<file path="src/rtl/bit_serializer.sv">
// Parallel-to-serial front end: WIDTH-bit words in over valid/ready, one bit per clock out on w, MSB first.
// Define BIT_SERIALIZER_PARITY_EN to append an even-parity bit after each word.
module bit_serializer #(
    parameter int WIDTH = 8
) (
    input  logic             clk,
    input  logic             reset,
    input  logic [WIDTH-1:0] in_data,
    input  logic             in_valid,
    output logic             in_ready,
    output logic             w,
    output logic             w_valid,
    output logic             last,
    output logic             busy,
    output logic [1:0]       state_dbg
);

    localparam int CW = (WIDTH > 1) ? $clog2(WIDTH) : 1;
    localparam logic [CW-1:0] CNT_LAST = CW'(WIDTH - 1);

    typedef enum logic [1:0] {
        IDLE   = 2'd0,
        SHIFT  = 2'd1
`ifdef BIT_SERIALIZER_PARITY_EN
        ,
        PARITY = 2'd2
`endif
    } state_t;

    state_t           state, state_nxt;
    logic [WIDTH-1:0] sr, sr_nxt;
    logic [CW-1:0]    cnt, cnt_nxt;
    logic             accept;
    logic             last_bit;
`ifdef BIT_SERIALIZER_PARITY_EN
    logic             par, par_nxt;
`endif

    // Handshake: a word transfers on a rising edge where in_valid && in_ready.
    // in_ready depends on registered state only; in_data is ignored unless a transfer occurs.
    assign accept    = in_valid && in_ready;
    assign last_bit  = (cnt == CNT_LAST);
    assign state_dbg = state;

    always_ff @(posedge clk or negedge reset) begin
        if (!reset) begin
            state <= IDLE;
            sr    <= '0;
            cnt   <= '0;
`ifdef BIT_SERIALIZER_PARITY_EN
            par   <= 1'b0;
`endif
        end else begin
            state <= state_nxt;
            sr    <= sr_nxt;
            cnt   <= cnt_nxt;
`ifdef BIT_SERIALIZER_PARITY_EN
            par   <= par_nxt;
`endif
        end
    end

    always_comb begin
        state_nxt = state;
        sr_nxt    = sr;
        cnt_nxt   = cnt;
`ifdef BIT_SERIALIZER_PARITY_EN
        par_nxt   = par;
`endif
        case (state)
            IDLE: begin
                if (accept) begin
                    state_nxt = SHIFT;
                    sr_nxt    = in_data;
                    cnt_nxt   = '0;
`ifdef BIT_SERIALIZER_PARITY_EN
                    par_nxt   = 1'b0;
`endif
                end
            end
            SHIFT: begin
                sr_nxt  = sr << 1;
                cnt_nxt = cnt + CW'(1);
`ifdef BIT_SERIALIZER_PARITY_EN
                par_nxt = par ^ sr[WIDTH-1];
                if (last_bit) begin
                    state_nxt = PARITY;
                end
`else
                if (last_bit) begin
                    // A reload here keeps w_valid continuous across words.
                    if (accept) begin
                        state_nxt = SHIFT;
                        sr_nxt    = in_data;
                        cnt_nxt   = '0;
                    end else begin
                        state_nxt = IDLE;
                    end
                end
`endif
            end
`ifdef BIT_SERIALIZER_PARITY_EN
            PARITY: begin
                if (accept) begin
                    state_nxt = SHIFT;
                    sr_nxt    = in_data;
                    cnt_nxt   = '0;
                    par_nxt   = 1'b0;
                end else begin
                    state_nxt = IDLE;
                end
            end
`endif
            default: begin
                state_nxt = IDLE;
            end
        endcase
    end

    always_comb begin
        in_ready = 1'b0;
        w        = 1'b0;
        w_valid  = 1'b0;
        last     = 1'b0;
        busy     = 1'b1;
        case (state)
            IDLE: begin
                in_ready = 1'b1;
                busy     = 1'b0;
            end
            SHIFT: begin
                w       = sr[WIDTH-1];
                w_valid = 1'b1;
`ifndef BIT_SERIALIZER_PARITY_EN
                last     = last_bit;
                in_ready = last_bit;
`endif
            end
`ifdef BIT_SERIALIZER_PARITY_EN
            PARITY: begin
                w        = par;
                w_valid  = 1'b1;
                last     = 1'b1;
                in_ready = 1'b1;
            end
`endif
            default: begin
                busy = 1'b1;
            end
        endcase
    end

endmodule

</file>
<file path="config.mk">
export PLATFORM = sky130hd
export DESIGN_NAME = bit_serializer
export DESIGN_NICKNAME = d
export VERILOG_FILES = /design/src/rtl/bit_serializer.sv
export SDC_FILE = /design/constraint.sdc
export NUM_CORES = 1
export LEC_CHECK = 0
export CAP_MARGIN = 20
export CORE_UTILIZATION = 49
export CTS_CLUSTER_DIAMETER = 100
export DETAILED_ROUTE_END_ITERATION = 6
export PLACE_DENSITY = 0.81
export SETUP_SLACK_MARGIN = 0.3
export SYNTH_ARGS = -nofsm -noshare
export SYNTH_HDL_FRONTEND = slang
export SYNTH_SLANG_ARGS = --single-unit
</file>
<file path="constraint.sdc">
create_clock -name clk -period 3.8 [get_ports clk]
set_input_delay 0.38 -clock clk [delete_from_list [all_inputs] [get_ports clk]]
set_output_delay 0.38 -clock clk [all_outputs]
set_load 0.005 [all_outputs]
</file>
==> flow_summary.toml, run 1 <==
[place]
detailedPlace.worstSlack_ns = 1.805
placement.io_buffers = 16
dp_hpwl_um = 885.3
globalplace.congestion = 0.7253
placedCellCount = 86

[logic_synthesis]
synth_ff_type = "dfrtp_1"
post-synth-top-count-cell = "dfrtp_1"
synth-edff-count = 0
synthesis.area_per_instance_um2 = 10.52
synthTopCellsByCount = "dfrtp_1 (12), mux2i_1 (8), o21ai_1 (8)"
synthXorXnorAreaFrac = 0
yosysTopAreaCellShare = 0.4461
synth_compound_area_frac = 0.1710
synth_top_cells_by_area = "dfrtp_1 (45%), mux2i_1 (12%), a31oi_1 (6.5%)"
main_combinational_cell_family_by_area_after_synthesis = "compound AO/OA/AOI/OAI gates"
yosys.area_share.adder = 0.03717
proportion_of_synthesized_area_in_mux_cells = 0.1190
cell_area_synth_um2 = 673.1
post-synth-top-area-cell = "dfrtp_1"
syn-instance-count = 64
synth_warnings = 0
syn_nets = 77
async_reset_ff_frac = 1.000
count_of_cell_types_in_the_netlist = 18
synth.ff_latch_count = 12
yosys.area_share.simple = 0.1338
synth-seq-area-share = 0.4461

[sta]
normalized_max_slew_margin = 0.4450
worst_slew_pin_slew_ns = 0.8298
peak_clock_frequency_supported_by_timing_mhz = 441.8
finalWorstSetupSlack_ns = 1.537
hold_violations = 0
worst_clock_skew_ns = 0.006399
final_min_period_ns = 2.263
timing.final.max_slew_violations = 0
finalSetupTns_ns = 0
rsz0062_at_grt = "no"
setup_viol = 0
fin_crit_sh = 0.5956

[floorplan]
core-area_um2 = 1186
initial_core_util = 0.5675
boundary_pins = 18
floorplan.die_area_um2 = 1526
horizontal_die_dimension_um = 39.07
die_height_um = 39.07
fp-row-count = 12

[grt]
first_global_vias = 475
grt_max_degree = 26
grt_most_used_layer = "met2"
global_route.usage.met3 = 0.03468
grt_first_pass_wirelength_mm = 2.035
routing_usage_on_met2 = 0.3375
met1_usage = 0.2445
grt.total_usage = 0.2053
grt_overflow = 0
initial_antenna_violation_count = 0

[worst_setup_path]
worst-r2r-setup-slack_ns = 2.29
cp_max_fo = 12
setup.worst_path.start_class = "flop"
end_kind = "output pin"
cp_slowest_stage_delay_ns = 0.48
critical-path-slowest-cell = "clkdlybuf4s50_1"
worstPathCellList = "ha_1 > ha_1 > nand2b_1 > clkdlybuf4s50_1"
required_ns = 3.42
origin_of_the_critical_flop_to_flop_path = "cnt[0]"
critPathArrivalTime_ns = 1.88
cp-startpoint = "cnt[0]"
cpMostUsedCell = "ha_1"
setup.worst_path.class = "reg2out"

[power]
power_mw = 0.5268
powerDensity_nw_per_um2 = 636.0
p_leak_nw = 0.3988
vdd_ir_drop_max_v = 0.0003140

[clocking]
post_cts.repair.setup_buffers = 0
cts_buffer_depth = 2
cts_tree = "yes"
post_cts.resized_instances = 0
postCtsHoldBufs = 0
clk_latency_ns = 0.27
root_buffer = "clkbuf_4"
clock-sinks = 12
h_tree_lvls = 1
tritoncts.num_buffers = 3
path_clk_slew_ns = 0.08

[outcome]
status = "finished, final reports clean"

[cells_and_area]
layout-drive-gt1-share = 0.07895
antenna-diode-count = 0
fin_cells = 90
area.growth.synth_to_final_pct = 23.05
final_net_count = 90

[routing]
routed_wire_length_per_instance_um = 14.29
ant_nets = 0
drt-vias-per-instance = 5.833
route.vias.total = 525
finalWirelength_mm = 1.286
drt_first_iter_violations = 13
drcViolationCount = 0
detailedRoute.firstPassIterationCount = 3

[job]
max-cap-violations = 0

[min_path]
worstHoldPathType = "in2async"
[path summary, 6_finish.rpt]
| path | to | cells after the start |
|---|---|---|
| setup / recovery | in_ready | 4 |
| hold / removal | sr[2] | 1 |
| setup reg to reg | sr[1] | 5 |
| hold reg to reg | cnt[1] | 1 |
| max in group asynchronous | sr[0] | 1 |
| min in group clk | cnt[1] | 1 |
[state kept, by name, summed over array words and instances, names as in the netlist]
name and flops:
cnt 3, state_dbg 1, sr 8
[power by group]
group	internal [mW]	total, mW	switching (mW)
Clock	0.0582	0.101	0.0431
Sequential	0.178	0.224	0.0459
Combinational	0.123	0.201	0.0788
Total	0.359	0.527	0.168
[routing by layer]
metal | routed length (µm) | up-vias | share of wire
met1 | 619 | 256 | 0.48
met5 | 0 | - | 0
met4 | 15 | 0 | 0.012
met2 | 612 | 10 | 0.48
met3 | 38 | 2 | 0.030
li1 | - | 257 | -
[final cells by class]
cell class,count,area [µm²]
Timing Repair Buffer,16,160.2
Sequential cell,12,300.3
Tap cell,14,17.52
Multi-Input combinational cell,44,314.1
Fill cell,98,357.8
Clock buffer,4,36.28
[placed cells by master, fill, tap and decap left out]
cell and n:
and3_1 7, dfrtp_1 12, mux2i_1 8, a22o_1 3
a31oi_1 7, clkbuf_4 3, clkbuf_8 1, and2_2 1
clkdlybuf4s50_1 16, and2_1 1, ha_1 2, a21oi_1 1
nand3_1 1, nand2b_1 2, conb_1 1, o21ai_1 8
nor2_1 1, nand2_4 1
[worst max-delay path, delay by kind of cell, from the launching register on]
kind,cells,cell delay [ns]
DFF,1,0.40
and+or+nand+nor,1,0.22
buffers and inverters,1,0.48
adders and majority gates,2,0.51
[metrics by stage]
stage               hold WS, ns  area (µm²)    util
finish                   0.4620       828.3  0.6983
global route             0.5096       828.3  0.6983
CTS                      0.4775       828.3  0.6983
detailed placement       0.4893       792.0  0.6677
global placement         0.4854       792.0  0.6677
floorplan               0.08441       673.1       -
[cells by family after synthesis]
| logic type | count (synthesis) |
|---|---|
| other | 1 |
| DFF | 12 |
| AOI/OAI and AO/OA | 19 |
| muxes | 8 |
| buffers and inverters | 8 |
| and+or+nand+nor | 14 |
| adders and majority gates | 2 |
(Power assumes the default switching activity.)
==> run 2: changes to the inputs <==
CORE_UTILIZATION = 41   (was 49)
PLACE_DENSITY = 0.72   (was 0.81)
clock period = 1.95 ns   (was 3.8 ns; I/O delays follow)
==> flow_summary.toml, run 2 (synthesis gave the netlist of run 1 again) <==
[cells_and_area]
final_net_count = 98
area.growth.synth_to_final_pct = 34.76
post-route-cell-area_um2 = 907.1
registers.top_by_ff_count = "sr"
mostFrequentLayoutCells = "clkdlybuf4s50_1 (14), dfrtp_1 (11), mux2i_1 (8), o21ai_1 (8), buf_4 (8)"
antenna-diode-count = 0
final_common_cell = "clkdlybuf4s50_1"
largest_register_ff_count = 8
layout-drive-gt1-share = 0.2024
layout.filler_cells = 135

[floorplan]
core-area_um2 = 1524
boundary_pins = 18
die_height_um = 42.52
horizontal_die_dimension_um = 42.52
initial_core_util = 0.4417
fp-row-count = 14
floorplan.die_area_um2 = 1808

[sta]
normalized_max_slew_margin = 0.6305
setup_viol = 0
worst_clock_skew_ns = 0.001029
fin_crit_sh = 0.8187
hold_violations = 0
worst_slew_pin_slew_ns = 0.5525
final_min_period_ns = 1.596
timing.final.max_slew_violations = 0
rsz0062_at_grt = "no"
finalSetupTns_ns = 0
peak_clock_frequency_supported_by_timing_mhz = 626.4

[grt]
grt.total_usage = 0.1646
met1_usage = 0.2000
grt_first_pass_wirelength_mm = 2.194
initial_antenna_violation_count = 0
global_route.usage.met3 = 0.03879
routing_usage_on_met2 = 0.2738
grt_overflow = 0
grt_most_used_layer = "met2"
grt_max_degree = 21
first_global_vias = 519

[routing]
detailedRoute.firstPassIterationCount = 1
finalWirelength_mm = 1.323
drt-vias-per-instance = 5.530
routed_wire_length_per_instance_um = 13.23
drt_first_iter_violations = 0
drcViolationCount = 0
route.vias.total = 553
ant_nets = 0

[place]
placement.io_buffers = 16
dp_hpwl_um = 876.4
place_area_um2 = 817.0
globalplace.congestion = 0.6995

[worst_setup_path]
cp_max_fo = 3
cp_slowest_stage_delay_ns = 0.39
worstPathCellList = "ha_2 > ha_4 > and2_2 > clkdlybuf4s15_1"
setup.worst_path.start_class = "flop"
setup.worst_path.class = "reg2out"
worstRegToRegCells = 6
critPathBufInv = 1
required_ns = 1.75
critPathTopFamily = "flip-flops"
end_kind = "output pin"
critical-path-slowest-cell = "dfrtp_1"
critical_path_depth = 4
critPathArrivalTime_ns = 1.40

[clocking]
root_buffer = "clkbuf_4"
cts_tree = "yes"
tritoncts.num_buffers = 3
postCtsHoldBufs = 0
h_tree_lvls = 1
clock-sinks = 12
path_clk_slew_ns = 0.08
clk_latency_ns = 0.28
cts_buffer_depth = 2

[outcome]
status = "finished, final reports clean"

[power]
power.share.clock = 0.179
p_seq_frac = 0.365
pwr-share-comb = 0.456
net-switching-power_mw = 0.3607
intPower_mw = 0.7728
vdd_ir_drop_max_v = 0.0005954
power_mw = 1.133
p_leak_nw = 0.4349
power.share.switching = 0.3182
powerDensity_nw_per_um2 = 1250

[job]
max-cap-violations = 0

[min_path]
worstHoldPathType = "in2async"
run 2: cell count changes in the layout (fill, tap and decap cells not counted):
cell and delta:
ha_1 -2, dfrtp_2 +1, buf_4 +8, clkdlybuf4s50_1 -2
ha_2 +1, dfrtp_1 -1, ha_4 +1, clkdlybuf4s15_1 +2
run 2: final timing paths:
path / start / to / slack [ns]
setup / recovery: cnt[1] / last / 0.35
hold / removal: reset / sr[1] / 0.27
setup reg to reg: cnt[1] / sr[3] / 0.55
hold reg to reg: sr[1] / sr[2] / 0.53
max in group asynchronous: reset / state_dbg[0] / 1.29
min in group clk: in_data[0] / sr[0] / 0.52
run 2: area by class of cell:
type                    count  area [µm²]  area share
repair buffers             24       220.2      0.2428
flip-flops and latches     12       301.5      0.3324
well taps                  16       20.02     0.02207
clock buffers               4       36.28     0.04000
multi-input cells          44       329.1      0.3628
run 2: worst register-to-register path, cell delays in order, from the launching register on:
cell and delay, ns:
dfrtp_1 0.39, ha_2 0.20, ha_4 0.16, buf_4 0.16, and3_1 0.15, a31oi_1 0.14, o21ai_1 0.09
run 2: metrics by stage:
step                        util  hold WS [ns]  std cells  setup WS, ns
after CTS                 0.5665        0.2843         96        0.2648
after detailed placement  0.5361        0.4957         91        0.3413
after floorplan                -       -0.1006         64        0.5798
after global routing      0.5952        0.3280        100        0.3114
after global placement    0.5361        0.4867         91        0.3508
final                     0.5952        0.2703        100        0.3536
run 2: metal layers:
layer  part of all wire  vias up  routed length (µm)
met4              0.019        0                  25
met3              0.033        2                  44
met2               0.48       13                 636
met5                  0        -                   0
li1                   -      273                   -
met1               0.47      265                 617
run 2: timing repair:
| item | in CTS | in global routing |
|---|---|---|
| endpoints found under the setup margin | 6 | 3 |
| hold endpoints to repair | 0 | 0 |
| pin swaps | 0 | 1 |
| buffers inserted | 1 | 4 |
| gates resized for setup | 5 | 3 |
run 2: power groups by stage:
stage	clock (mW)	sequential, mW	combinational (mW)
2_1_floorplan	0	0.398	0.306
3_3_place_gp	0	0.421	0.419
3_5_place_dp	0	0.424	0.435
4_1_cts	0.209	0.420	0.448
5_1_grt	0.218	0.426	0.566
6_report	0.203	0.414	0.517
